<file path="src/rtl/weight_vec_gen_if.sv">
// weight_vec_gen_if: request/response stream bundle for the weight-vector generator.
// A request carries a Hamming weight. Each response beat carries one N-bit vector
// with that many ones, its ordinal, a last flag and an error flag.
interface weight_vec_gen_if #(
  parameter int N  = 5,
  parameter int WW = 3,
  parameter int IW = 8
);
  logic          req_valid;
  logic          req_ready;
  logic [WW-1:0] req_weight;
  logic          out_valid;
  logic          out_ready;
  logic [N-1:0]  out_vec;
  logic [IW-1:0] out_index;
  logic          out_last;
  logic          out_err;
  logic          chk_err;

  modport master (
    output req_valid, req_weight, out_ready,
    input  req_ready, out_valid, out_vec, out_index, out_last, out_err, chk_err
  );

  modport slave (
    input  req_valid, req_weight, out_ready,
    output req_ready, out_valid, out_vec, out_index, out_last, out_err, chk_err
  );
endinterface

</file>
<file path="src/rtl/weight_vec_gen.sv">
// weight_vec_gen: enumerates every N-bit vector of a requested Hamming weight in
// ascending order, one vector per accepted beat, using Gosper's successor.
// Optional self-check: define WEIGHT_VEC_GEN_POPCHK_EN to build a popcount and
// ordering checker that drives the sticky chk_err flag. Without it, chk_err is 0.
module weight_vec_gen #(
  parameter int N  = 5,
  parameter int WW = 3,
  parameter int IW = 8
) (
  input logic             clk,
  input logic             rst,
  weight_vec_gen_if.slave bus
);

  typedef enum logic [0:0] {ST_IDLE = 1'b0, ST_RUN = 1'b1} state_t;

  localparam logic [N-1:0]  ONE_V   = {{(N-1){1'b0}}, 1'b1};
  localparam logic [IW-1:0] ONE_I   = {{(IW-1){1'b0}}, 1'b1};
  localparam logic [WW-1:0] N_W     = WW'(N);

  // Vector with the low k bits set; this is the first member of the enumeration.
  function automatic logic [N-1:0] low_mask(input logic [WW-1:0] k);
    logic [N-1:0] m;
    for (int i = 0; i < N; i++) m[i] = (i < int'(k));
    return m;
  endfunction

  // Vector with the top k bits set; this is the final member of the enumeration.
  function automatic logic [N-1:0] top_mask(input logic [WW-1:0] k);
    logic [N-1:0] m;
    for (int i = 0; i < N; i++) m[i] = (i >= N - int'(k));
    return m;
  endfunction

  // Count trailing zeros. An all-zero vector yields N, which the callers never use.
  function automatic logic [4:0] ctz(input logic [N-1:0] v);
    logic [4:0] r;
    r = 5'(N);
    for (int i = N - 1; i >= 0; i--) begin
      if (v[i]) r = 5'(i);
    end
    return r;
  endfunction

  state_t        state_r, state_s;
  logic [WW-1:0] k_r, k_s;
  logic          req_ready_r, req_ready_s;
  logic          out_valid_r, out_valid_s;
  logic [N-1:0]  out_vec_r, out_vec_s;
  logic [IW-1:0] out_index_r, out_index_s;
  logic          out_last_r, out_last_s;
  logic          out_err_r, out_err_s;
  logic          chk_err_s;
  logic          hs_s;

  // Gosper successor of the current vector, computed in N-bit arithmetic.
  logic [N-1:0]  t_s, t1_s, low_s, succ_s;
  logic [4:0]    shamt_s;
  assign t_s     = out_vec_r | (out_vec_r - ONE_V);
  assign t1_s    = t_s + ONE_V;
  assign low_s   = (~t_s & t1_s) - ONE_V;
  assign shamt_s = ctz(out_vec_r) + 5'd1;
  assign succ_s  = t1_s | (low_s >> shamt_s);

  // A beat leaves the block only while enumerating.
  assign hs_s = (state_r == ST_RUN) && out_valid_r && bus.out_ready;

  // State register.
  always_ff @(posedge clk) begin
    if (rst) state_r <= ST_IDLE;
    else     state_r <= state_s;
  end

  // Next state and next values of the registered outputs.
  always_comb begin
    state_s     = state_r;
    k_s         = k_r;
    req_ready_s = req_ready_r;
    out_valid_s = out_valid_r;
    out_vec_s   = out_vec_r;
    out_index_s = out_index_r;
    out_last_s  = out_last_r;
    out_err_s   = out_err_r;
    case (state_r)
      ST_IDLE: begin
        if (bus.req_valid && req_ready_r) begin
          state_s     = ST_RUN;
          k_s         = bus.req_weight;
          req_ready_s = 1'b0;
          out_valid_s = 1'b1;
          out_index_s = '0;
          if (bus.req_weight > N_W) begin
            out_vec_s  = '0;
            out_err_s  = 1'b1;
            out_last_s = 1'b1;
          end else begin
            out_vec_s  = low_mask(bus.req_weight);
            out_err_s  = 1'b0;
            out_last_s = (low_mask(bus.req_weight) == top_mask(bus.req_weight));
          end
        end else begin
          req_ready_s = 1'b1;
        end
      end
      ST_RUN: begin
        if (hs_s) begin
          if (out_last_r) begin
            state_s     = ST_IDLE;
            out_valid_s = 1'b0;
            req_ready_s = 1'b1;
          end else begin
            out_vec_s   = succ_s;
            out_index_s = out_index_r + ONE_I;
            out_last_s  = (succ_s == top_mask(k_r));
          end
        end else begin
          out_valid_s = out_valid_r;
        end
      end
      default: begin
        state_s     = ST_IDLE;
        req_ready_s = 1'b1;
        out_valid_s = 1'b0;
      end
    endcase
  end

  // Output and weight registers; reset abandons any enumeration in progress.
  always_ff @(posedge clk) begin
    if (rst) begin
      k_r         <= '0;
      req_ready_r <= 1'b1;
      out_valid_r <= 1'b0;
      out_vec_r   <= '0;
      out_index_r <= '0;
      out_last_r  <= 1'b0;
      out_err_r   <= 1'b0;
    end else begin
      k_r         <= k_s;
      req_ready_r <= req_ready_s;
      out_valid_r <= out_valid_s;
      out_vec_r   <= out_vec_s;
      out_index_r <= out_index_s;
      out_last_r  <= out_last_s;
      out_err_r   <= out_err_s;
    end
  end

`ifdef WEIGHT_VEC_GEN_POPCHK_EN
  // Number of ones in a vector; fits WW bits because 2^WW > N.
  function automatic logic [WW-1:0] popcount(input logic [N-1:0] v);
    logic [WW-1:0] c;
    c = '0;
    for (int i = 0; i < N; i++) c = c + {{(WW-1){1'b0}}, v[i]};
    return c;
  endfunction

  logic         chk_err_r;
  logic [N-1:0] prev_vec_r;
  logic         have_prev_r;

  // Sticky check: each emitted vector has weight k and exceeds its predecessor.
  always_ff @(posedge clk) begin
    if (rst) begin
      chk_err_r   <= 1'b0;
      prev_vec_r  <= '0;
      have_prev_r <= 1'b0;
    end else if (hs_s && !out_err_r) begin
      if ((popcount(out_vec_r) != k_r) || (have_prev_r && (out_vec_r <= prev_vec_r))) begin
        chk_err_r <= 1'b1;
      end
      prev_vec_r  <= out_vec_r;
      have_prev_r <= !out_last_r;
    end else begin
      chk_err_r <= chk_err_r;
    end
  end

  assign chk_err_s = chk_err_r;
`else
  assign chk_err_s = 1'b0;
`endif

  assign bus.req_ready = req_ready_r;
  assign bus.out_valid = out_valid_r;
  assign bus.out_vec   = out_vec_r;
  assign bus.out_index = out_index_r;
  assign bus.out_last  = out_last_r;
  assign bus.out_err   = out_err_r;
  assign bus.chk_err   = chk_err_s;

endmodule

</file>
<file path="src/flat_wrapper.sv">
// flat-port wrapper written by rule: the top's interface ports become plain ports
module weight_vec_gen_flat 
#(
  parameter int N  = 5,
  parameter int WW = 3,
  parameter int IW = 8
)
  (clk, rst, bus_req_valid, bus_req_weight, bus_out_ready, bus_req_ready, bus_out_valid, bus_out_vec, bus_out_index, bus_out_last, bus_out_err, bus_chk_err);
  weight_vec_gen_if #(.N(N), .WW(WW), .IW(IW)) bus_i ();
  input logic clk;
  input logic rst;
  input wire logic [$bits(bus_i.req_valid)-1:0] bus_req_valid;
  input wire logic [$bits(bus_i.req_weight)-1:0] bus_req_weight;
  input wire logic [$bits(bus_i.out_ready)-1:0] bus_out_ready;
  output wire logic [$bits(bus_i.req_ready)-1:0] bus_req_ready;
  output wire logic [$bits(bus_i.out_valid)-1:0] bus_out_valid;
  output wire logic [$bits(bus_i.out_vec)-1:0] bus_out_vec;
  output wire logic [$bits(bus_i.out_index)-1:0] bus_out_index;
  output wire logic [$bits(bus_i.out_last)-1:0] bus_out_last;
  output wire logic [$bits(bus_i.out_err)-1:0] bus_out_err;
  output wire logic [$bits(bus_i.chk_err)-1:0] bus_chk_err;
  assign bus_i.req_valid = bus_req_valid;
  assign bus_i.req_weight = bus_req_weight;
  assign bus_i.out_ready = bus_out_ready;
  assign bus_req_ready = bus_i.req_ready;
  assign bus_out_valid = bus_i.out_valid;
  assign bus_out_vec = bus_i.out_vec;
  assign bus_out_index = bus_i.out_index;
  assign bus_out_last = bus_i.out_last;
  assign bus_out_err = bus_i.out_err;
  assign bus_chk_err = bus_i.chk_err;
  weight_vec_gen #(.N(N), .WW(WW), .IW(IW)) u_core (.clk(clk), .rst(rst), .bus(bus_i));
endmodule
</file>
<file path="config.mk">
export PLATFORM = sky130hd
export DESIGN_NAME = weight_vec_gen_flat
export DESIGN_NICKNAME = d
export VERILOG_FILES = /design/src/rtl/weight_vec_gen_if.sv /design/src/rtl/weight_vec_gen.sv /design/src/flat_wrapper.sv
export SDC_FILE = /design/constraint.sdc
export NUM_CORES = 1
export LEC_CHECK = 0
export CORE_AREA = 2 2 57 59
export CTS_BUF_LIST = sky130_fd_sc_hd__clkbuf_8
export DETAILED_ROUTE_END_ITERATION = 10
export DIE_AREA = 0 0 59 61
export GPL_ROUTABILITY_DRIVEN = 0
export GPL_TIMING_DRIVEN = 0
export PLACE_DENSITY = 0.85
export SYNTH_ARGS = -nofsm -noshare
export SYNTH_HDL_FRONTEND = slang
export SYNTH_SLANG_ARGS = --single-unit
</file>
<file path="constraint.sdc">
create_clock -name clk -period 3.3 [get_ports clk]
set_input_delay 0.66 -clock clk [delete_from_list [all_inputs] [get_ports clk]]
set_output_delay 0.66 -clock clk [all_outputs]
set_load 0.03 [all_outputs]
</file>
==> impl_metrics.csv <==
group,metric,value,unit
status,status,"complete, no violations",
floorplanning,core,2953,um2
critical_path,path_class,"register to register",
synthesis,ys.flop_type,"dfxtp_1",
pwr,p_leak,0.0007715,uW
sta,clock.fmax,323.3,MHz
pwr,irDropWorstVdd,0.1953,mV
floorplanning,die_height,61,um
clocking,ctsHoldBuffers,0,
sta,skew,1.924,ps
pwr,switching_share,41.86,%
grt,grt_use_met2,34.76,%
pwr,p_clk_share,17.1,%
grt,grt.busiest_layer,"met2",
final_layout,multi_input_comb_area,1124,um2
placement,port_buffers,23,
detailed_routing,drt-total-wl,3.459,mm
critical_path,crit_path_frequent_cell,"nor2_1",
pwr,combPwrFrac,54.2,%
clocking,clk_latency,270,ps
grt,grt_pass1_vias,1286,
synthesis,synth.distinct_cells,53,
floorplanning,ioPinCount,25,
clocking,cts_tree,"done",
synthesis,synth_cells,202,
sta,report.final.slew_viol_count,0,
final_layout,fill_cells,253,
critical_path,crit_fanout,10,
grt,use_met1,26.00,%
final_layout,regArea,420.4,um2
clocking,ctsHtreeMaxLevel,1,
placement,place.detailed.hpwl,2.725,mm
detailed_routing,drc_errors,0,
clocking,cts-resized-gates,0,
grt,grt_max_degree,13,
grt,grt_pass1_wl,5.561,mm
synthesis,syn_area_per_cell,8.028,um2
critical_path,critPathRequiredTime,3480,ps
clocking,path_clk_slew,80,ps
grt,antenna_found_initial,0,
sta,tightestPinTransition,582.3,ps
grt,track_usage,20.13,%
sta,fin_hold_ws,466.0,ps
pwr,p_total,1016,uW
clocking,clkSinkCount,21,
floorplanning,die_x,59,um
pwr,p_int,590.5,uW
detailed_routing,firstDrtPassIters,4,
critical_path,max_stage_delay,470,ps
synthesis,yosysSeqAreaShare,25.93,%
clocking,postCtsSetupRepairBufs,0,
floorplanning,start_util,54.92,%
critical_path,critPathSlowestCell,"dfxtp_1",
floorplanning,dieArea,3599,um2
clocking,cts-root-buf,"clkbuf_8",
critical_path,cp-start-kind,"register",
sta,relSlewSlack,60.92,%
critical_path,crit_path_end_kind,"register",
synthesis,synthesis.area,1622,um2
sta,setup_viol,0,
sta,tns,0,ps
final_layout,area_growth,20.29,%
synthesis,ys_warn_count,0,
synthesis,synth_enable_flop_cells,0,
detailed_routing,drt_iter0_markers,57,
sta,finalHoldViolCount,0,
critical_path,cp_data_arrival_time,3270,ps
pwr,p_per_area,520.6,nW/um2
synthesis,async_reset_ff_share,0,%
floorplanning,num_rows,20,
pwr,p_seq_share,28.7,%
grt,grt_overflow_total,0,
detailed_routing,vias_per_cell,5.653,
sta,min_period_over_period,93.74,%
final_layout,antenna_cells,0,
detailed_routing,wire_per_inst,13.20,um
synthesis,synth_fp_nets,224,
final_layout,nets,252,
sta,rsz0062_at_grt,"false",
sta,fin_crit,3093,ps
detailed_routing,ant_nets,0,
clocking,numCtsBuffers,3,
pwr,power.switching,425.1,uW
sta,setup_slack,206.5,ps
grt,grt_use_met3,2.559,%
critical_path,crit_chain,"buf_2 > and2b_1 > nor2_1 > ha_1 > buf_4 > nor2_1 > xor2_1 > nand2_1 > a311oi_4 > mux2_4 > a22o_1 > o41ai_2",
synthesis,synth_seq_cells,21,
worst_hold_path,hp-class,"register to register",
placement,pre_cts_ws,177.1,ps
critical_path,crit_family,"compound AO/OA/AOI/OAI gates",
detailed_routing,vias,1481,
job,drv_cap,0,
clocking,max-clock-path-buffers,2,
critical_path,path_buf_inv,2,
final_layout,drive_above_1_share,10.04,%
final_layout,final_core_util,66.06,%
==> synthesized netlist by cell type, drive strengths merged (6+ instances only) <==
master | instances | area (um2)
a21oi | 14 | 70.07
dfxtp | 21 | 420.4
ha | 15 | 187.7
inv | 11 | 41.29
nand2 | 20 | 77.58
nand3 | 7 | 35.03
nor2 | 28 | 105.1
nor3 | 7 | 35.03
o21ai | 8 | 40.03
xnor2 | 6 | 52.55
xor2 | 7 | 61.31
==> stage by stage <==
step	instances	instance area, um2
floorplan	202	1622
global placement	258	1893
detailed placement	258	1893
CTS	262	1939
global route	262	1951
finish	262	1951
==> path summary, 6_finish.rpt <==
path                               from                  end  slack, ps  depth (start not counted)
setup reg to reg  u_core.bus.out_vec[1]  u_core.bus.out_last        210                         12
setup / recovery  u_core.bus.out_vec[1]  u_core.bus.out_last        210                         12
hold reg to reg      u_core.bus.out_err   u_core.bus.out_err        470                          2
hold / removal       u_core.bus.out_err   u_core.bus.out_err        470                          2
==> flip-flops by register name, summed over array words and instances (netlist names) <==
name and cells:
u_core.bus.out_vec 5, u_core.bus.out_last 1, u_core.k_r 3, u_core.bus.out_index 8, u_core.bus.req_ready 1, u_core.state_r 1
u_core.bus.out_err 1, u_core.bus.out_valid 1
==> power by group through the flow <==
stage	clock [uW]	combinational, uW	sequential (uW)
6_report	174	550	291
5_1_grt	188	611	294
4_1_cts	177	533	291
3_5_place_dp	0	531	297
3_3_place_gp	0	521	297
2_1_floorplan	0	400	319
==> final cells by class <==
class,count,share of cell area (%)
multi-input combinational,162,57.60
sequential,21,21.55
timing repair buffer,23,11.80
buffer,8,2.437
clock buffer,3,2.117
inverter,11,2.117
tap,33,2.117
clock inverter,1,0.2566
==> logic make-up after synthesis <==
family | count (synthesis) | synth area share, %
AOI/OAI and AO/OA | 48 | 23.30
adders and majority gates | 15 | 11.57
other | 1 | 0.2313
muxes | 1 | 0.9257
DFF | 21 | 25.93
xor gates and xnor gates | 13 | 7.022
buffers and inverters | 19 | 5.478
and+or+nand+nor | 84 | 25.54
==> cell usage in the layout (no fill, tap or decap), types with 2 or more instances in the layout <==
| cell type | count |
|---|---|
| nor2_1 | 28 |
| clkdlybuf4s50_1 | 23 |
| dfxtp_1 | 21 |
| nand2_1 | 19 |
| ha_1 | 15 |
| a21oi_1 | 14 |
| inv_1 | 10 |
| nor3_1 | 7 |
| nand3_1 | 7 |
| xor2_1 | 7 |
| o21ai_0 | 7 |
| xnor2_1 | 6 |
| nand3b_1 | 4 |
| clkbuf_1 | 3 |
| nand4_1 | 3 |
| o31ai_1 | 3 |
| o211ai_1 | 3 |
| a211oi_1 | 3 |
| clkbuf_8 | 3 |
| buf_2 | 2 |
| and3_1 | 2 |
| buf_4 | 2 |
| o21a_1 | 2 |
| a31oi_1 | 2 |
| and2_1 | 2 |
==> worst register-to-register path, stage by stage, from the launching register on <==
cell and delay, ps:
dfxtp_1 470, buf_2 270, and2b_1 210, nor2_1 60, ha_1 190, buf_4 160, nor2_1 170, xor2_1 200
nand2_1 140, a311oi_4 400, mux2_4 330, a22o_1 210, o41ai_2 190
==> layer usage <==
layer  up-vias  wire length [um]
li1        769                 -
met1       687              1695
met2        21              1652
met3         4                71
met4         0                40
met5         -                 0
Note: power is estimated with default switching activity, not from simulation.
